==> config.mk <==
export PLATFORM = sky130hd
export DESIGN_NAME = sseg_display_arbiter_flat
export DESIGN_NICKNAME = d
export VERILOG_FILES = /design/src/rtl/sseg_display_arbiter_if.sv /design/src/rtl/sseg_display_arbiter.sv /design/src/flat_wrapper.sv
export SDC_FILE = /design/constraint.sdc
export NUM_CORES = 1
export LEC_CHECK = 0
export BUFFER_PORTS_ARGS = -buffer_cell sky130_fd_sc_hd__buf_2
export CORE_MARGIN = 4
export CORE_UTILIZATION = 50
export CTS_CLUSTER_SIZE = 28
export DETAILED_ROUTE_END_ITERATION = 10
export PLACE_DENSITY_LB_ADDON = 0.15
export SLEW_MARGIN = 20
export SYNTH_ARGS = -nofsm -noshare
export SYNTH_HDL_FRONTEND = slang
export SYNTH_SLANG_ARGS = --single-unit
==> constraint.sdc <==
create_clock -name iClk -period 3.7 [get_ports iClk]
set_clock_uncertainty 0.1 [all_clocks]
set_input_delay 0 -clock iClk [delete_from_list [all_inputs] [get_ports iClk]]
set_output_delay 0 -clock iClk [all_outputs]
set_load 0.05 [all_outputs]
==> src/rtl/sseg_display_arbiter_if.sv <==
`default_nettype none
// ============================================================================
//  Module      : sseg_display_arbiter_if
//  Description : Bundle between the display requesters and the arbiter.
//                master = requester side (drives iReq/iData/iMask),
//                slave  = arbiter side (drives grant and display outputs).
//  Signals     : iReq[3:0]    level request, bit k = requester k
//                iData[63:0]  digit values, [16k+15:16k] = requester k
//                iMask[15:0]  digit enables, [4k+3:4k] = requester k
//                oGnt[3:0]    one-hot grant
//                oData[15:0]  owner's digit values
//                oMask[3:0]   owner's digit enables
//                oBusy        any grant held
//                oSwitch      one-cycle pulse after a new grant
//  Revision    : 1.0 - initial release
// ============================================================================
interface sseg_display_arbiter_if;
    logic [3:0]  iReq;
    logic [63:0] iData;
    logic [15:0] iMask;
    logic [3:0]  oGnt;
    logic [15:0] oData;
    logic [3:0]  oMask;
    logic        oBusy;
    logic        oSwitch;

    modport master (
        output iReq, iData, iMask,
        input  oGnt, oData, oMask, oBusy, oSwitch
    );

    modport slave (
        input  iReq, iData, iMask,
        output oGnt, oData, oMask, oBusy, oSwitch
    );
endinterface
`default_nettype wire

==> src/rtl/sseg_display_arbiter.sv <==
`default_nettype none
// ============================================================================
//  Module      : sseg_display_arbiter
//  Description : Round-robin time-sharing of one 4-digit seven-segment display
//                between four requesters, with a minimum ownership time counted
//                in 1 ms ticks so an owner is not preempted too quickly.
//  Ports       : iClk  - system clock
//                iRst  - synchronous active-high reset
//                bus   - sseg_display_arbiter_if.slave (requests, data, grant)
//  Parameters  : TICK_CYCLES - iClk cycles per 1 ms tick
//                HOLD_MS     - minimum ms a grant is held under contention
//  Revision    : 1.0 - initial release
// ============================================================================
module sseg_display_arbiter #(
    parameter int TICK_CYCLES = 100000,
    parameter int HOLD_MS     = 1000
) (
    input  wire logic              iClk,
    input  wire logic              iRst,
    sseg_display_arbiter_if.slave  bus
);

    localparam int              c_TW        = (TICK_CYCLES > 1) ? $clog2(TICK_CYCLES) : 1;
    localparam logic [c_TW-1:0] c_TICK_LAST = c_TW'(TICK_CYCLES - 1);
    localparam logic [15:0]     c_HOLD      = 16'(HOLD_MS);

    typedef enum logic [0:0] {
        ST_IDLE = 1'b0,
        ST_OWN  = 1'b1
    } state_t;

    state_t          r_state;
    state_t          w_next;
    logic [1:0]      r_ptr;      // last granted index; equals owner while OWN
    logic [c_TW-1:0] r_tick;
    logic [15:0]     r_hold;
    logic [3:0]      r_gnt;
    logic [15:0]     r_data;
    logic [3:0]      r_mask;
    logic            r_switch;

    logic            w_tick;
    logic            w_expired;
    logic            w_grant;
    logic            w_release;
    logic [3:0]      w_cand;
    logic [3:0]      w_others;
    logic [1:0]      w_win;
    logic [1:0]      w_idx;
    logic            w_found;

    assign w_tick   = (r_state == ST_OWN) && (r_tick == c_TICK_LAST);
    // Expiry looks ahead by the tick that is about to saturate the counter, so
    // the switch edge lands exactly HOLD_MS*TICK_CYCLES cycles after the grant.
    assign w_expired = (r_hold == c_HOLD) || (w_tick && (r_hold == c_HOLD - 16'd1));
    assign w_others  = bus.iReq & ~r_gnt;

    // Next-state and grant decision.
    always_comb begin
        w_next    = r_state;
        w_grant   = 1'b0;
        w_release = 1'b0;
        w_cand    = bus.iReq;
        case (r_state)
            ST_IDLE: begin
                if (|bus.iReq) begin
                    w_grant = 1'b1;
                    w_next  = ST_OWN;
                end
            end
            ST_OWN: begin
                if (!bus.iReq[r_ptr]) begin
                    // Owner dropped: hand off directly if anyone else waits.
                    if (|bus.iReq) begin
                        w_grant = 1'b1;
                    end else begin
                        w_release = 1'b1;
                        w_next    = ST_IDLE;
                    end
                end else if (w_expired && (|w_others)) begin
                    w_cand  = w_others;
                    w_grant = 1'b1;
                end
            end
            default: w_next = ST_IDLE;
        endcase
    end

    // Round-robin search from r_ptr+1; the owner itself is checked last.
    always_comb begin
        w_win   = r_ptr;
        w_found = 1'b0;
        w_idx   = '0;
        for (int i = 1; i <= 4; i++) begin
            w_idx = r_ptr + 2'(i);
            if (!w_found && w_cand[w_idx]) begin
                w_win   = w_idx;
                w_found = 1'b1;
            end
        end
    end

    always_ff @(posedge iClk) begin
        if (iRst) begin
            r_state <= ST_IDLE;
        end else begin
            r_state <= w_next;
        end
    end

    always_ff @(posedge iClk) begin
        if (iRst) begin
            r_ptr    <= 2'd3;
            r_tick   <= '0;
            r_hold   <= '0;
            r_gnt    <= '0;
            r_data   <= '0;
            r_mask   <= '0;
            r_switch <= 1'b0;
        end else begin
            r_switch <= w_grant;
            if (w_grant) begin
                r_ptr  <= w_win;
                r_gnt  <= 4'b0001 << w_win;
                r_data <= bus.iData[{w_win, 4'b0000} +: 16];
                r_mask <= bus.iMask[{w_win, 2'b00} +: 4];
                r_tick <= '0;
                r_hold <= '0;
            end else if (w_release) begin
                r_gnt  <= '0;
                r_data <= '0;
                r_mask <= '0;
                r_tick <= '0;
                r_hold <= '0;
            end else if (r_state == ST_OWN) begin
                r_data <= bus.iData[{r_ptr, 4'b0000} +: 16];
                r_mask <= bus.iMask[{r_ptr, 2'b00} +: 4];
                r_tick <= w_tick ? '0 : r_tick + 1'b1;
                if (w_tick && (r_hold != c_HOLD)) begin
                    r_hold <= r_hold + 16'd1;
                end
            end
        end
    end

    assign bus.oGnt    = r_gnt;
    assign bus.oData   = r_data;
    assign bus.oMask   = r_mask;
    assign bus.oBusy   = |r_gnt;
    assign bus.oSwitch = r_switch;

endmodule
`default_nettype wire
==> src/flat_wrapper.sv <==
// flat-port wrapper written by rule: the top's interface ports become plain ports
module sseg_display_arbiter_flat 
#(
    parameter int TICK_CYCLES = 100000,
    parameter int HOLD_MS     = 1000
)
  (iClk, iRst, bus_iReq, bus_iData, bus_iMask, bus_oGnt, bus_oData, bus_oMask, bus_oBusy, bus_oSwitch);
  sseg_display_arbiter_if bus_i ();
  input  wire logic iClk;
  input  wire logic iRst;
  input wire logic [$bits(bus_i.iReq)-1:0] bus_iReq;
  input wire logic [$bits(bus_i.iData)-1:0] bus_iData;
  input wire logic [$bits(bus_i.iMask)-1:0] bus_iMask;
  output wire logic [$bits(bus_i.oGnt)-1:0] bus_oGnt;
  output wire logic [$bits(bus_i.oData)-1:0] bus_oData;
  output wire logic [$bits(bus_i.oMask)-1:0] bus_oMask;
  output wire logic [$bits(bus_i.oBusy)-1:0] bus_oBusy;
  output wire logic [$bits(bus_i.oSwitch)-1:0] bus_oSwitch;
  assign bus_i.iReq = bus_iReq;
  assign bus_i.iData = bus_iData;
  assign bus_i.iMask = bus_iMask;
  assign bus_oGnt = bus_i.oGnt;
  assign bus_oData = bus_i.oData;
  assign bus_oMask = bus_i.oMask;
  assign bus_oBusy = bus_i.oBusy;
  assign bus_oSwitch = bus_i.oSwitch;
  sseg_display_arbiter #(.TICK_CYCLES(TICK_CYCLES), .HOLD_MS(HOLD_MS)) u_core (.iClk(iClk), .iRst(iRst), .bus(bus_i));
endmodule
==> results of run 1 <==
==> synth_stat cells (3+ instances only) <==
cell and count:
clkbuf_1 6, o21ai_0 13, and3_1 5, nand4_1 9, o22ai_1 6, or2b_2 4, o221ai_1 13, o211a_1 13
buf_2 4, dlygate4sd3_1 3, or3_1 4, clkbuf_8 8, mux2i_1 42, nand2_1 26, a21oi_1 27, o21a_1 6
nor2_1 44, ha_1 3, xnor2_1 7, mux4_2 11, xor2_1 19, nand3_1 6, nand2b_1 5, dfxtp_1 61
inv_1 7, buf_12 3, mux4_4 10
==> power by group through the flow <==
stage / Combinational (mW) / Clock, mW / Sequential [mW]
final: 0.804 / 0.660 / 0.749
after detailed placement: 0.789 / 0 / 0.761
after global placement: 0.778 / 0 / 0.761
after floorplan: 0.473 / 0 / 0.919
after CTS: 0.805 / 0.671 / 0.748
after global routing: 0.859 / 0.692 / 0.754
==> flip-flops by register name (all words and copies together), names as in the netlist <==
signal and flops:
u_core.r_hold 16, u_core.bus.oMask 4, u_core.r_state 1, u_core.r_tick 17, u_core.bus.oData 16, u_core.bus.oGnt 4, u_core.r_ptr 2, u_core.bus.oSwitch 1
==> worst max path at each step <==
| stage | start | end | slack (ps) |
|---|---|---|---|
| finish | u_core.r_hold[14] | u_core.bus.oGnt[2] | 310 |
| global route | u_core.r_hold[14] | u_core.bus.oGnt[2] | 90 |
| CTS | u_core.r_hold[14] | u_core.bus.oGnt[2] | 310 |
| detailed placement | u_core.r_hold[14] | u_core.bus.oGnt[2] | 340 |
| global placement | u_core.r_hold[14] | u_core.bus.oGnt[3] | 430 |
| floorplan | u_core.r_hold[14] | u_core.bus.oData[10] | 670 |
==> kinds of logic after synthesis <==
logic type	after synthesis
compound gates	99
flops	61
buf+inv	35
simple gates	128
xor+xnor	26
fa+ha+maj	3
mux	63
==> critical path, delay by kind of cell, from the launching register on <==
| kind | cells | cell delay, ps |
|---|---|---|
| AOI/OAI and AO/OA | 5 | 1350 |
| and+or+nand+nor | 4 | 1240 |
| DFF | 1 | 330 |
| buffers and inverters | 1 | 260 |
==> final cells by class <==
class | instances | area [sq um] | area share (%)
Sequential cell | 61 | 1220 | 24.3
Clock inverter | 7 | 90.1 | 1.79
Inverter | 8 | 30.0 | 0.598
Multi-Input combinational cell | 319 | 2650 | 52.7
Clock buffer | 9 | 124 | 2.47
Tap cell | 102 | 128 | 2.54
Timing Repair Buffer | 135 | 783 | 15.6
==> metal layers <==
metal | up-vias | GRT usage, %
met3 | 18 | 5.40
met2 | 140 | 38.1
met5 | - | 0
li1 | 1799 | -
met4 | 0 | 8.09
met1 | 1832 | 28.3
==> impl_metrics.prom, run 1 <==
# TYPE chip_impl_metric gauge
chip_impl_metric{name="synth-compound-area-share",unit="%"} 18.2
chip_impl_info{name="highest_count_cells_in_the_layout_ignoring_fill_and_taps",value="buf_2 (111), dfxtp_1 (61), nor2_1 (44)"} 1
chip_impl_metric{name="grt_overflow",unit=""} 0
chip_impl_metric{name="hold_fails_final_rpt",unit=""} 0
chip_impl_info{name="highest_layer",value="met4"} 1
chip_impl_metric{name="power_density_over_the_cells",unit="nW/um^2"} 441
chip_impl_metric{name="postCtsSetupRepairBufs",unit=""} 0
chip_impl_metric{name="cts_resized",unit=""} 0
chip_impl_metric{name="synth_simple_gate_area_share",unit="%"} 16.7
chip_impl_metric{name="track_usage",unit="%"} 22.6
chip_impl_metric{name="net-switching-power",unit="mW"} 0.796
chip_impl_metric{name="initial_utilization",unit="%"} 52.6
chip_impl_info{name="timing.rr.end",value="u_core.bus.oGnt[2]"} 1
chip_impl_metric{name="wl_per_cell",unit="um"} 16.9
chip_impl_metric{name="yosys.cell_types.count",unit=""} 66
chip_impl_metric{name="syn_to_final_growth",unit="%"} 21.0
chip_impl_info{name="grt_setup_unrepaired",value="false"} 1
chip_impl_metric{name="route.layer.met1.wl",unit="um"} 4600
chip_impl_metric{name="synth.yosys.warnings",unit=""} 0
chip_impl_info{name="synth_flop_cell",value="dfxtp_1"} 1
chip_impl_metric{name="cell_depth_of_the_worst_min_delay_path",unit=""} 4
chip_impl_metric{name="report.final.setup_viol",unit=""} 0
chip_impl_metric{name="vias_in_the_first_global_route",unit=""} 3961
chip_impl_metric{name="timing.fmax",unit="MHz"} 295
chip_impl_metric{name="worst_slew_margin_rel",unit="%"} 45.6
chip_impl_metric{name="grt_max_degree",unit=""} 45
chip_impl_metric{name="clock_tree.htree_level_count",unit=""} 3
chip_impl_info{name="critical_path.cell_chain",value="or4_4, nor4_4, o2111ai_4, o31ai_2, a211oi_1, a311oi_1, or2b_1, buf_4, nor2_1, a22o_1"} 1
chip_impl_metric{name="worst-r2r-cell-count",unit=""} 10
chip_impl_metric{name="route.met3.wl",unit="um"} 721
chip_impl_info{name="worstSetupStartpointType",value="flip-flop"} 1
chip_impl_metric{name="post_synth_fa_ha_maj_area_fraction",unit="%"} 0.904
chip_impl_metric{name="routed-via-count",unit=""} 3789
chip_impl_metric{name="switching_share",unit="%"} 36.0
chip_impl_info{name="reg2reg_from",value="u_core.r_hold[14]"} 1
chip_impl_metric{name="grt_pass1_wl",unit="um"} 18400
chip_impl_info{name="cts_tree",value="done"} 1
chip_impl_metric{name="vdd.ir_drop.worst",unit="mV"} 0.274
chip_impl_metric{name="io_buffers",unit=""} 111
chip_impl_metric{name="post_route_cells_drive_above_1_share",unit="%"} 33.6
chip_impl_info{name="synth_top_family_by_area",value="multiplexers"} 1
chip_impl_metric{name="r2r_slack",unit="ps"} 310
chip_impl_info{name="critical_path_class",value="reg2reg"} 1
chip_impl_metric{name="dp_hpwl",unit="um"} 7510
chip_impl_metric{name="cp_data_arrival_time",unit="ps"} 3520
chip_impl_metric{name="placement_cell_area",unit="sq um"} 4670
chip_impl_metric{name="pre_cts_slack",unit="ps"} 343
chip_impl_metric{name="io-pin-count",unit=""} 112
chip_impl_metric{name="yosys_register_bits",unit=""} 61
chip_impl_metric{name="maxSlewViolCount",unit=""} 0
chip_impl_metric{name="fin_hold_ws",unit="ps"} 23.2
chip_impl_metric{name="synthesis.area_per_instance",unit="sq um"} 10.0
chip_impl_metric{name="final_core_density",unit="%"} 63.7
chip_impl_info{name="hold_path_startpoint",value="bus_iMask[12]"} 1
chip_impl_metric{name="cts_stage_hold_buffer_count",unit=""} 14
chip_impl_metric{name="placed_cells_incl_taps",unit=""} 611
chip_impl_metric{name="clock_latency",unit="ps"} 340
chip_impl_metric{name="synthMuxAreaShare",unit="%"} 22.1
chip_impl_metric{name="netlist_area",unit="sq um"} 4150
chip_impl_metric{name="worst_setup_hold_path_clk_slew",unit="ps"} 80
chip_impl_metric{name="num-fill-cells",unit=""} 666
chip_impl_metric{name="final_cell_count_no_fill",unit=""} 641
chip_impl_info{name="timing.hold.worst_endpoint",value="u_core.bus.oMask[0]"} 1
chip_impl_metric{name="height_of_the_die",unit="um"} 99.1
chip_impl_metric{name="core.rowCount",unit=""} 32
chip_impl_metric{name="proportion_of_netlist_area_held_by_the_largest_area_contributor",unit="%"} 29.4
chip_impl_metric{name="p_clk_share",unit="%"} 29.8
chip_impl_metric{name="setup_total_negative_slack",unit="ps"} 0
chip_impl_metric{name="design_area",unit="sq um"} 5020
chip_impl_metric{name="number_of_enable_flip_flop_cells_after_synthesis",unit=""} 0
chip_impl_info{name="synth.top_cells.by_area",value="dfxtp_1 (29%), mux2i_1 (10%), mux4_4 (6.0%)"} 1
chip_impl_metric{name="async_flop_share",unit="%"} 0
chip_impl_info{name="clock_tree.root_cell",value="clkbuf_8"} 1
chip_impl_metric{name="antenna-diode-count",unit=""} 0
chip_impl_metric{name="critical_path.max_fanout",unit=""} 21
chip_impl_metric{name="max_cap_viol_count",unit=""} 0
chip_impl_info{name="netlist.top_cell.by_area",value="dfxtp_1"} 1
chip_impl_metric{name="clkSinkCount",unit=""} 61
chip_impl_metric{name="first_iter_violations",unit=""} 154
chip_impl_info{name="crit_slowest_cell",value="or4_4"} 1
chip_impl_metric{name="totalPowerFinal",unit="mW"} 2.21
chip_impl_metric{name="synth_sequential_area_ratio",unit="%"} 29.4
chip_impl_info{name="hp-class",value="in2reg"} 1
chip_impl_metric{name="placeableCoreArea",unit="sq um"} 7890
chip_impl_info{name="most_common_cell_after_layout_fill_and_taps_aside",value="buf_2"} 1
chip_impl_metric{name="antenna_found_initial",unit=""} 0
chip_impl_metric{name="final_critical_path_setup_slack",unit="ps"} 313
chip_impl_metric{name="power.leakage",unit="nW"} 2.13
chip_impl_metric{name="power.sequential.fraction",unit="%"} 33.9
chip_impl_metric{name="final.min_clock_period",unit="ps"} 3390
chip_impl_metric{name="power_frac_comb",unit="%"} 36.3
chip_impl_metric{name="post-route-drc-count",unit=""} 0
chip_impl_metric{name="slew_at_the_pin_closest_to_its_max_slew_limit",unit="ps"} 808
chip_impl_metric{name="via_density_per_instance",unit=""} 5.91
chip_impl_metric{name="critPathRequiredTime",unit="ps"} 3840
chip_impl_metric{name="final_net_count",unit=""} 623
chip_impl_metric{name="clk_path_buf_depth",unit=""} 2
chip_impl_metric{name="synthesis.instances",unit=""} 415
chip_impl_metric{name="internal-power",unit="mW"} 1.42
chip_impl_metric{name="tritoncts.num_buffers",unit=""} 9
chip_impl_metric{name="crit_path_max_incr_delay",unit="ps"} 560
chip_impl_metric{name="die_width",unit="um"} 99.1
chip_impl_info{name="outcome",value="completed"} 1
chip_impl_metric{name="synth_xor_xnor_area_share",unit="%"} 5.49
chip_impl_metric{name="antenna_left",unit=""} 0
chip_impl_metric{name="final_min_period_over_clock_period",unit="%"} 91.5
chip_impl_metric{name="synthesis.nets",unit=""} 504
chip_impl_metric{name="routed_wl",unit="um"} 10800
chip_impl_metric{name="gp_congestion",unit=""} 0.814
chip_impl_metric{name="area_of_the_die",unit="sq um"} 9820
chip_impl_metric{name="dr.pass1.iters",unit=""} 5
chip_impl_metric{name="met2_wirelength",unit="um"} 5330
chip_impl_info{name="crit_path_end_kind",value="flip-flop"} 1
No activity file was read; power rests on OpenSTA's default activity.
==> run 2, diff against run 1 <==
CORE_MARGIN = default   (was 4)
==> impl_metrics.prom, run 2 (synthesized netlist as in run 1, its figures left out) <==
# TYPE chip_impl_metric gauge
chip_impl_info{name="outcome",value="completed"} 1
chip_impl_metric{name="fin_hold_ws",unit="ps"} 29.1
chip_impl_metric{name="syn_to_final_growth",unit="%"} 20.4
chip_impl_metric{name="antenna_left",unit=""} 0
chip_impl_metric{name="worst_slew_margin_rel",unit="%"} 56.5
chip_impl_metric{name="io-pin-count",unit=""} 112
chip_impl_metric{name="clk_path_buf_depth",unit=""} 2
chip_impl_metric{name="final_cell_count_no_fill",unit=""} 643
chip_impl_metric{name="grt_overflow",unit=""} 0
chip_impl_metric{name="slew_at_the_pin_closest_to_its_max_slew_limit",unit="ps"} 647
chip_impl_metric{name="vdd.ir_drop.worst",unit="mV"} 0.272
chip_impl_metric{name="register_area",unit="sq um"} 1220
chip_impl_metric{name="clkSinkCount",unit=""} 61
chip_impl_metric{name="grt_pass1_wl",unit="um"} 16900
chip_impl_metric{name="hold_fails_final_rpt",unit=""} 0
chip_impl_metric{name="timing.fmax",unit="MHz"} 290
chip_impl_info{name="clock_tree.root_cell",value="clkbuf_8"} 1
chip_impl_metric{name="post-route-drc-count",unit=""} 0
chip_impl_metric{name="placed_cells_incl_taps",unit=""} 613
chip_impl_metric{name="wl_per_cell",unit="um"} 16.3
chip_impl_metric{name="clock_tree.htree_level_count",unit=""} 3
chip_impl_metric{name="critPathRequiredTime",unit="ps"} 3790
chip_impl_metric{name="postCtsSetupRepairBufs",unit=""} 0
chip_impl_metric{name="final.min_clock_period",unit="ps"} 3450
chip_impl_metric{name="cell_depth_of_the_worst_min_delay_path",unit=""} 4
chip_impl_metric{name="routed_wl",unit="um"} 10500
chip_impl_metric{name="final_min_period_over_clock_period",unit="%"} 93.2
chip_impl_metric{name="grt_max_degree",unit=""} 45
chip_impl_metric{name="final_critical_path_setup_slack",unit="ps"} 253
chip_impl_metric{name="report.final.setup_viol",unit=""} 0
chip_impl_info{name="critical_path_class",value="reg2reg"} 1
chip_impl_info{name="worstSetupStartpointType",value="flip-flop"} 1
chip_impl_info{name="crit_path_end_kind",value="flip-flop"} 1
chip_impl_info{name="grt_setup_unrepaired",value="false"} 1
chip_impl_metric{name="routed-via-count",unit=""} 3699
chip_impl_metric{name="tritoncts.num_buffers",unit=""} 9
chip_impl_metric{name="r2r_slack",unit="ps"} 250
chip_impl_metric{name="cts_resized",unit=""} 0
chip_impl_metric{name="area_of_the_die",unit="sq um"} 8670
chip_impl_metric{name="num-fill-cells",unit=""} 697
chip_impl_metric{name="max_cap_viol_count",unit=""} 0
chip_impl_metric{name="antenna-diode-count",unit=""} 0
chip_impl_metric{name="first_iter_violations",unit=""} 106
chip_impl_metric{name="flip_flop_count_of_the_largest_register_after_layout",unit=""} 17
chip_impl_info{name="timing.hold.worst_endpoint",value="u_core.bus.oData[12]"} 1
chip_impl_metric{name="setup_total_negative_slack",unit="ps"} 0
chip_impl_info{name="hp-class",value="in2reg"} 1
chip_impl_metric{name="critical_path.max_fanout",unit=""} 8
chip_impl_metric{name="worst_setup_hold_path_clk_slew",unit="ps"} 80
chip_impl_metric{name="pre_cts_slack",unit="ps"} 275
chip_impl_info{name="reg2reg_from",value="u_core.r_hold[14]"} 1
chip_impl_metric{name="core.rowCount",unit=""} 32
chip_impl_metric{name="power_density_over_the_cells",unit="nW/um^2"} 416
chip_impl_info{name="top_register",value="u_core.r_tick"} 1
chip_impl_metric{name="placeableCoreArea",unit="sq um"} 7890
chip_impl_info{name="timing.rr.end",value="u_core.bus.oMask[0]"} 1
chip_impl_metric{name="clock_latency",unit="ps"} 350
chip_impl_metric{name="cts_stage_hold_buffer_count",unit=""} 14
chip_impl_metric{name="dp_hpwl",unit="um"} 7350
chip_impl_metric{name="antenna_found_initial",unit=""} 0
chip_impl_metric{name="final_net_count",unit=""} 625
chip_impl_info{name="cts_tree",value="done"} 1
chip_impl_metric{name="via_density_per_instance",unit=""} 5.75
chip_impl_metric{name="post_route_cells_drive_above_1_share",unit="%"} 33.8
chip_impl_metric{name="die_width",unit="um"} 93.1
chip_impl_metric{name="io_buffers",unit=""} 111
chip_impl_metric{name="dr.pass1.iters",unit=""} 4
chip_impl_info{name="critical_path_startpoint",value="u_core.r_hold[14]"} 1
chip_impl_metric{name="track_usage",unit="%"} 24.8
chip_impl_metric{name="height_of_the_die",unit="um"} 93.1
chip_impl_metric{name="maxSlewViolCount",unit=""} 0
chip_impl_metric{name="initial_utilization",unit="%"} 52.6
chip_impl_metric{name="multi_input_comb_area",unit="sq um"} 2650
chip_impl_info{name="highest_count_cells_in_the_layout_ignoring_fill_and_taps",value="buf_2 (111), dfxtp_1 (61), nor2_1 (44)"} 1
chip_impl_metric{name="final_core_density",unit="%"} 63.4
chip_impl_info{name="hold_path_startpoint",value="bus_iData[28]"} 1
chip_impl_metric{name="worst-r2r-cell-count",unit=""} 10
chip_impl_metric{name="vias_in_the_first_global_route",unit=""} 3704
chip_impl_info{name="most_common_cell_after_layout_fill_and_taps_aside",value="buf_2"} 1
chip_impl_metric{name="gp_congestion",unit=""} 0.830
chip_impl_metric{name="power.leakage",unit="nW"} 2.13
chip_impl_metric{name="cp_data_arrival_time",unit="ps"} 3540
-- run 2: cell type report --
type	instances	share of cell area (%)
Tap cell	102	2.55
Clock buffer	9	2.48
Timing Repair Buffer	137	16.0
Sequential cell	61	24.4
Clock inverter	7	1.05
Multi-Input combinational cell	319	52.9
Inverter	8	0.601
-- run 2: critical path, cell delays in order, from the launching register on --
cell	delay, ps
dfxtp_1	330
or4_4	570
nor4_4	430
o2111ai_4	220
o31ai_2	340
a211oi_1	140
a311oi_1	360
or2b_1	310
buf_4	230
o21a_1	170
o22ai_1	90
-- run 2: worst max-delay path by stage --
stage / end / cells past startpoint
finish: u_core.bus.oMask[0] / 10
global route: u_core.bus.oData[10] / 10
detailed placement: u_core.bus.oData[2] / 10
floorplan: u_core.bus.oData[10] / 11
global placement: u_core.bus.oData[6] / 10
CTS: u_core.bus.oData[6] / 10
-- run 2: metal layers --
metal  routed length (um)  vias to the layer above  track usage (%)  share of wire [%]
li1                     -                     1804                -                  -
met1                 4520                     1785             29.6                 43
met2                 5140                       92             42.8                 49
met3                  587                       18             7.24                5.6
met4                  214                        0             7.95                2.0
met5                    0                        -                0                  0
-- run 2: report_power, final --
| group | switching (mW) | total, mW | internal (mW) |
|---|---|---|---|
| clock | 0.286 | 0.530 | 0.244 |
| sequential | 0.0341 | 0.744 | 0.710 |
| combinational | 0.473 | 0.807 | 0.334 |
-- run 2: stage by stage --
stage / instance area [sq um] / power (mW)
after floorplan: 4150 / 1.39
after global placement: 4680 / 1.54
after detailed placement: 4680 / 1.55
after CTS: 5000 / 2.09
after global routing: 5000 / 2.18
final: 5000 / 2.08
